**src/rtl/teclado_pkg.sv**
```systemverilog
`default_nettype none
`timescale 1ns/1ps
// +------------------------------------------------------------------+
// | teclado_pkg : shared types, keymap and reset constants for the   |
// |               4x4 keypad scanner (teclado_scan).                 |
// | Rev 1.0                                                          |
// +------------------------------------------------------------------+
package teclado_pkg;

  typedef enum logic [1:0] {
    ST_SCAN     = 2'd0,
    ST_DEBOUNCE = 2'd1,
    ST_HOLD     = 2'd2,
    ST_RELEASE  = 2'd3
  } state_t;

  localparam logic [2:0] ROW_NONE = 3'd4;
  localparam logic [3:0] COLS_RST = 4'b1110;
  localparam logic [3:0] DATA_RST = 4'hF;
  localparam logic [3:0] KEY_STAR = 4'hE;

  // KEYMAP[row][col]; row 0 is the top row of the pad.
  localparam logic [0:3][0:3][3:0] KEYMAP = {
    4'h1, 4'h2, 4'h3, 4'hA,
    4'h4, 4'h5, 4'h6, 4'hB,
    4'h7, 4'h8, 4'h9, 4'hC,
    4'hE, 4'h0, 4'hF, 4'hD
  };

  // Lowest-index active-low row wins; all high means no key.
  function automatic logic [2:0] row_code(input logic [3:0] rows_n);
    logic [2:0] code;
    code = ROW_NONE;
    if (!rows_n[0])      code = 3'd0;
    else if (!rows_n[1]) code = 3'd1;
    else if (!rows_n[2]) code = 3'd2;
    else if (!rows_n[3]) code = 3'd3;
    return code;
  endfunction

  function automatic logic [1:0] col_index(input logic [3:0] cols_n);
    logic [1:0] idx;
    case (cols_n)
      4'b1101: idx = 2'd1;
      4'b1011: idx = 2'd2;
      4'b0111: idx = 2'd3;
      default: idx = 2'd0;
    endcase
    return idx;
  endfunction

endpackage
`default_nettype wire

```
**src/rtl/teclado_tick.sv**
```systemverilog
`default_nettype none
`timescale 1ns/1ps
// +------------------------------------------------------------------+
// | teclado_tick : divides clk by SCAN_DIV, one-clk tick on wrap.    |
// | Rev 1.0                                                          |
// +------------------------------------------------------------------+
module teclado_tick #(
  parameter int SCAN_DIV = 50000
) (
  input  logic clk,
  input  logic reset,
  output logic tick
);

  localparam int             CW       = $clog2(SCAN_DIV);
  localparam logic [CW-1:0]  CNT_LAST = CW'(SCAN_DIV - 1);

  logic [CW-1:0] r_cnt;

  always_ff @(posedge clk or posedge reset) begin
    if (reset) begin
      r_cnt <= '0;
    end else if (r_cnt == CNT_LAST) begin
      r_cnt <= '0;
    end else begin
      r_cnt <= r_cnt + CW'(1);
    end
  end

  assign tick = (r_cnt == CNT_LAST);

endmodule
`default_nettype wire

```
**src/rtl/teclado_scan.sv**
```systemverilog
`default_nettype none
`timescale 1ns/1ps
// +------------------------------------------------------------------+
// | teclado_scan : 4x4 keypad scanner, debouncer and key encoder.    |
// | Option TECLADO_CLEAR_KEY_EN: '*' clears the digit index.         |
// | Rev 1.0                                                          |
// +------------------------------------------------------------------+
module teclado_scan
  import teclado_pkg::*;
#(
  parameter int SCAN_DIV       = 50000,
  parameter int DEBOUNCE_TICKS = 4
) (
  input  logic       clk,
  input  logic       reset,
  input  logic [3:0] rows,
  output logic [3:0] cols,
  output logic [3:0] data_filtrado,
  output logic [2:0] cifras_count,
  output logic       key_valid
);

  localparam int             DBW     = $clog2(DEBOUNCE_TICKS + 1);
  localparam logic [DBW-1:0] DB_LAST = DBW'(DEBOUNCE_TICKS - 1);

  logic           w_tick;
  logic [3:0]     r_rows_meta;
  logic [3:0]     r_rows_sync;
  logic [2:0]     w_code;
  logic [3:0]     w_key;
  logic [2:0]     w_cif_inc;

  state_t         r_state,   w_state_nxt;
  logic [3:0]     r_cols,    w_cols_nxt;
  logic [2:0]     r_code,    w_code_nxt;
  logic [DBW-1:0] r_db,      w_db_nxt;
  logic [3:0]     r_data,    w_data_nxt;
  logic [2:0]     r_cif,     w_cif_nxt;
  logic           r_kv,      w_kv_nxt;

  teclado_tick #(
    .SCAN_DIV (SCAN_DIV)
  ) u_tick (
    .clk   (clk),
    .reset (reset),
    .tick  (w_tick)
  );

  // Rows come straight off the pad pins, asynchronous to clk.
  always_ff @(posedge clk or posedge reset) begin
    if (reset) begin
      r_rows_meta <= 4'hF;
      r_rows_sync <= 4'hF;
    end else begin
      r_rows_meta <= rows;
      r_rows_sync <= r_rows_meta;
    end
  end

  assign w_code    = row_code(r_rows_sync);
  assign w_key     = KEYMAP[r_code[1:0]][col_index(r_cols)];
  assign w_cif_inc = (r_cif >= 3'd4) ? 3'd1 : r_cif + 3'd1;

  always_ff @(posedge clk or posedge reset) begin
    if (reset) begin
      r_state <= ST_SCAN;
      r_cols  <= COLS_RST;
      r_code  <= ROW_NONE;
      r_db    <= '0;
      r_data  <= DATA_RST;
      r_cif   <= 3'd0;
      r_kv    <= 1'b0;
    end else begin
      r_state <= w_state_nxt;
      r_cols  <= w_cols_nxt;
      r_code  <= w_code_nxt;
      r_db    <= w_db_nxt;
      r_data  <= w_data_nxt;
      r_cif   <= w_cif_nxt;
      r_kv    <= w_kv_nxt;
    end
  end

  always_comb begin
    w_state_nxt = r_state;
    w_cols_nxt  = r_cols;
    w_code_nxt  = r_code;
    w_db_nxt    = r_db;
    w_data_nxt  = r_data;
    w_cif_nxt   = r_cif;
    w_kv_nxt    = 1'b0;

    if (w_tick) begin
      case (r_state)
        ST_SCAN: begin
          if (w_code == ROW_NONE) begin
            w_cols_nxt = {r_cols[2:0], r_cols[3]};
          end else begin
            w_code_nxt  = w_code;
            w_db_nxt    = '0;
            w_state_nxt = ST_DEBOUNCE;
          end
        end

        ST_DEBOUNCE: begin
          if (w_code != r_code) begin
            w_state_nxt = ST_SCAN;
          end else if (r_db == DB_LAST) begin
            w_kv_nxt    = 1'b1;
            w_state_nxt = ST_HOLD;
`ifdef TECLADO_CLEAR_KEY_EN
            if (w_key == KEY_STAR) begin
              w_data_nxt = DATA_RST;
              w_cif_nxt  = 3'd0;
            end else begin
              w_data_nxt = w_key;
              w_cif_nxt  = w_cif_inc;
            end
`else
            w_data_nxt = w_key;
            w_cif_nxt  = w_cif_inc;
`endif
          end else begin
            w_db_nxt = r_db + DBW'(1);
          end
        end

        ST_HOLD: begin
          if (w_code == ROW_NONE) begin
            w_db_nxt    = '0;
            w_state_nxt = ST_RELEASE;
          end
        end

        ST_RELEASE: begin
          if (w_code != ROW_NONE) begin
            w_state_nxt = ST_HOLD;
          end else if (r_db == DB_LAST) begin
            w_cols_nxt  = {r_cols[2:0], r_cols[3]};
            w_state_nxt = ST_SCAN;
          end else begin
            w_db_nxt = r_db + DBW'(1);
          end
        end

        default: w_state_nxt = ST_SCAN;
      endcase
    end
  end

  assign cols          = r_cols;
  assign data_filtrado = r_data;
  assign cifras_count  = r_cif;
  assign key_valid     = r_kv;

endmodule
`default_nettype wire

```
**config.mk**
```make
export PLATFORM = sky130hd
export DESIGN_NAME = teclado_scan
export DESIGN_NICKNAME = d
export VERILOG_FILES = /design/src/rtl/teclado_pkg.sv /design/src/rtl/teclado_tick.sv /design/src/rtl/teclado_scan.sv
export SDC_FILE = /design/constraint.sdc
export NUM_CORES = 1
export LEC_CHECK = 0
export BUFFER_PORTS_ARGS = -buffer_cell sky130_fd_sc_hd__clkbuf_2
export CAP_MARGIN = 20
export CORE_AREA = 2 2 87 56
export CTS_CLUSTER_SIZE = 8
export DETAILED_ROUTE_END_ITERATION = 12
export DIE_AREA = 0 0 89 58
export PLACE_DENSITY = 0.78
export SETUP_SLACK_MARGIN = 0.3
export SLEW_MARGIN = 20
export SYNTH_ARGS = -nofsm -noshare
export SYNTH_HDL_FRONTEND = slang
export SYNTH_SLANG_ARGS = --single-unit
```
**constraint.sdc**
```tcl
create_clock -name clk -period 2.3 [get_ports clk]
set_input_delay 0.23 -clock clk [delete_from_list [all_inputs] [get_ports clk]]
set_output_delay 0.23 -clock clk [all_outputs]
set_load 0.02 [all_outputs]
```
==> impl_metrics.tcl <==
set metrics [dict create \
    status "finished clean" \
    num_rows 19 \
    die_width_um 89 \
    crit_buf_inv 1 \
    die_area_mm2 0.00516 \
    ctsLongestPathBuffers 2 \
    gr-total-overflow 0 \
    clkPwrFrac_pct 36.8 \
    power.leakage_nw 1.18 \
    ys_seq_area_share_pct 50.6 \
    ys_ff_latch 44 \
    crit_family "simple AND/OR/NAND/NOR gates" \
    firstDrtPassIters 4 \
    layout-drive-gt1-share_pct 34.8 \
    cts_root_buf "clkbuf_8" \
    criticalPathCategory "register to register" \
    setup_viol 0 \
    setup_tns_ns 0 \
    htreeDepth 2 \
    reg2reg_slack_ns 0.21 \
    grt_pass1_vias 1516 \
    die_h_um 58 \
    whs_ns 0.359 \
    crit_required_ns 2.52 \
    synth_area_mm2 0.00221 \
    grt_pass1_wl_mm 7.02 \
    cp_slowest_cell "dfstp_2" \
    ys_warn_count 0 \
    sw_frac_of_total_pct 22.7 \
    antenna_found_initial 0 \
    rr_worst_depth 6 \
    critPathCaptureType "register" \
    crit_end "r_db[1]" \
    finalClockSkew_ns 0.00891 \
    numCtsBuffers 5 \
    diodes 0 \
    wl_mm 4.21 \
    maxSlewViolCount 0 \
    worstMarginPinSlew_ns 0.768 \
    ios 18 \
    final_common_cell "dfrtp_1" \
    async_reset_ff_share_pct 100 \
    syn-num-nets 216 \
    core-area_mm2 0.00437 \
    area_delta_synth_final_pct 24.0 \
    timing.fmax_mhz 478 \
    grtUsageTotal_pct 18.1 \
    synth_ff_type "dfrtp_1" \
    min_period_ns 2.09 \
    crit_arrival_ns 2.31 \
    clock-sinks 44 \
    start_util_pct 50.6 \
    drc 0 \
    fin_crit_sh_pct 90.9 \
    final_cell_mix "27 x dfrtp_1, 17 x clkbuf_2, 16 x dfstp_2, 16 x buf_4" \
    ir_drop_mv 0.429 \
    r2r-end "r_db[1]" \
    hp-class "register to register" \
    antenna_left 0 \
    avgRoutedWirePerCell_um 13.6 \
    power_frac_seq_pct 59.8 \
    port_buffers 17 \
    power.density_mw_per_mm2 482 \
    cts_tree "yes" \
    power.total_mw 1.32 \
    critPathLaunch "r_rows_sync[0]" \
    clkLatencyLatePin_ns 0.30 \
    maxCapViolCount 0 \
    switchingPower_mw 0.300 \
    stdcell_area_mm2 0.00275 \
    hold_viol_final 0 \
    grt_setup_unrepaired "true" \
    clkTransAtPathRegs_ns 0.09 \
    gp_congestion 0.801 \
    postSynthCellCount 205 \
    path_cells "nand2_2 > or4b_4 > and3_4 > nor4_4 > buf_4 > mux2i_1" \
    drt_iter0_markers 86 \
    synth_edf_count 0 \
    startpoint_type "register" \
    synth.distinct_cells 44 \
    synth.avg_cell_area_um2 10.8 \
    cp_max_fo 3 \
    share_comb_of_total_power_pct 3.4 \
    grt_max_degree 24 \
    dr_total_vias 1608 \
    placed_area_mm2 0.00245 \
    post-place-cells 286 \
    via_per_inst 5.19 \
    finalNetCount 257 \
    fin_cells 310 \
    slowest_delay_ns 0.56 \
    slew_headroom_pct 48.5 \
    crit_cells 6 \
    p_int_mw 1.02 \
    rr_startpoint "r_rows_sync[0]" \
    dp_hpwl_mm 2.87 \
]
## cell usage after synthesis (3+ instances only)
cell | count | area share, %
mux2i_1 | 7 | 3.2
dfrtp_1 | 28 | 32
mux2_2 | 9 | 4.6
o21ai_0 | 7 | 1.6
xnor2_1 | 5 | 2.0
nand3_1 | 7 | 1.6
a31oi_1 | 6 | 1.7
nand4_1 | 4 | 1.1
nand4b_1 | 3 | 1.2
nand2b_1 | 8 | 2.3
inv_1 | 10 | 1.7
ha_1 | 5 | 2.8
nand2_1 | 16 | 2.7
and3_1 | 3 | 0.85
clkbuf_1 | 8 | 1.4
xor2_1 | 8 | 3.2
dfstp_2 | 16 | 19
nor2_1 | 15 | 2.5
a21oi_1 | 5 | 1.1
nor2b_1 | 6 | 1.7
## worst min-delay path by stage
| stage | endpoint | depth (start not counted) | start |
|---|---|---|---|
| final | r_rows_sync[0] | 0 | r_rows_meta[0] |
| after floorplan | r_rows_meta[0] | 0 | rows[0] |
| after global routing | r_rows_sync[1] | 0 | r_rows_meta[1] |
| after detailed placement | r_code[0] | 2 | reset |
| after CTS | r_rows_meta[2] | 1 | rows[2] |
| after global placement | cifras_count[2] | 2 | reset |
## flip-flops by register name (all words and copies together) (netlist names)
name           flops
cifras_count       3
cols               4
data_filtrado      4
key_valid          1
r_code             3
r_db               3
r_rows_meta        4
r_rows_sync        4
r_state            2
u_tick.r_cnt      16
## layer usage
metal | share of wire, % | routed length (µm) | vias to the layer above | global-route usage (%)
met1 | 52 | 2170 | 774 | 27.1
met2 | 44 | 1840 | 30 | 26.1
met5 | 0 | 0 | - | 0
li1 | - | - | 802 | -
met4 | 0.31 | 13 | 0 | 2.56
met3 | 4.4 | 186 | 2 | 6.84
## area by class of cell
| cell class | count | area [µm²] |
|---|---|---|
| Tap cell | 63 | 78.8 |
| Clock inverter | 3 | 23.8 |
| Fill cell | 372 | 1630 |
| Multi-Input combinational cell | 143 | 1100 |
| Clock buffer | 5 | 68.8 |
| Inverter | 10 | 37.5 |
| Timing Repair Buffer | 42 | 309 |
| Sequential cell | 44 | 1120 |
## through the flow
| step | setup slack (ns) | util, % |
|---|---|---|
| 3_5_place_dp | 0.157 | 56.1 |
| 6_report | 0.208 | 62.8 |
| 2_1_floorplan | 0.105 | - |
| 4_1_cts | 0.226 | 61.1 |
| 3_3_place_gp | 0.144 | 56.1 |
| 5_1_grt | 0.112 | 62.8 |
## power by group through the flow
stage                     combinational (mW)  sequential [mW]  clock (mW)
after floorplan                       0.0193            0.803           0
after global placement                0.0352            0.804           0
after detailed placement              0.0357            0.805           0
after CTS                             0.0442            0.791       0.500
after global routing                  0.0513            0.792       0.548
final                                 0.0448            0.790       0.487
## logic make-up after synthesis
| logic type | synth area share, % |
|---|---|
| AO/OA/AOI/OAI | 9.10 |
| XOR/XNOR | 5.14 |
| adder cells (fa/ha/maj) | 2.82 |
| buffers and inverters | 3.05 |
| flip-flops | 50.6 |
| multiplexers | 7.74 |
| AND/OR/NAND/NOR | 21.5 |
## repair_timing
| action | 4_1_cts | 5_1_grt |
|---|---|---|
| endpoints found under the hold margin | 11 | 1 |
| endpoints found under the setup margin | 11 | 13 |
| cloned | 0 | 0 |
| pin swaps | 3 | 5 |
| gates resized for setup | 6 | 7 |
| hold buffers | 4 | 1 |
| setup buffers | 7 | 4 |
Power figures use the tool's default switching activity.
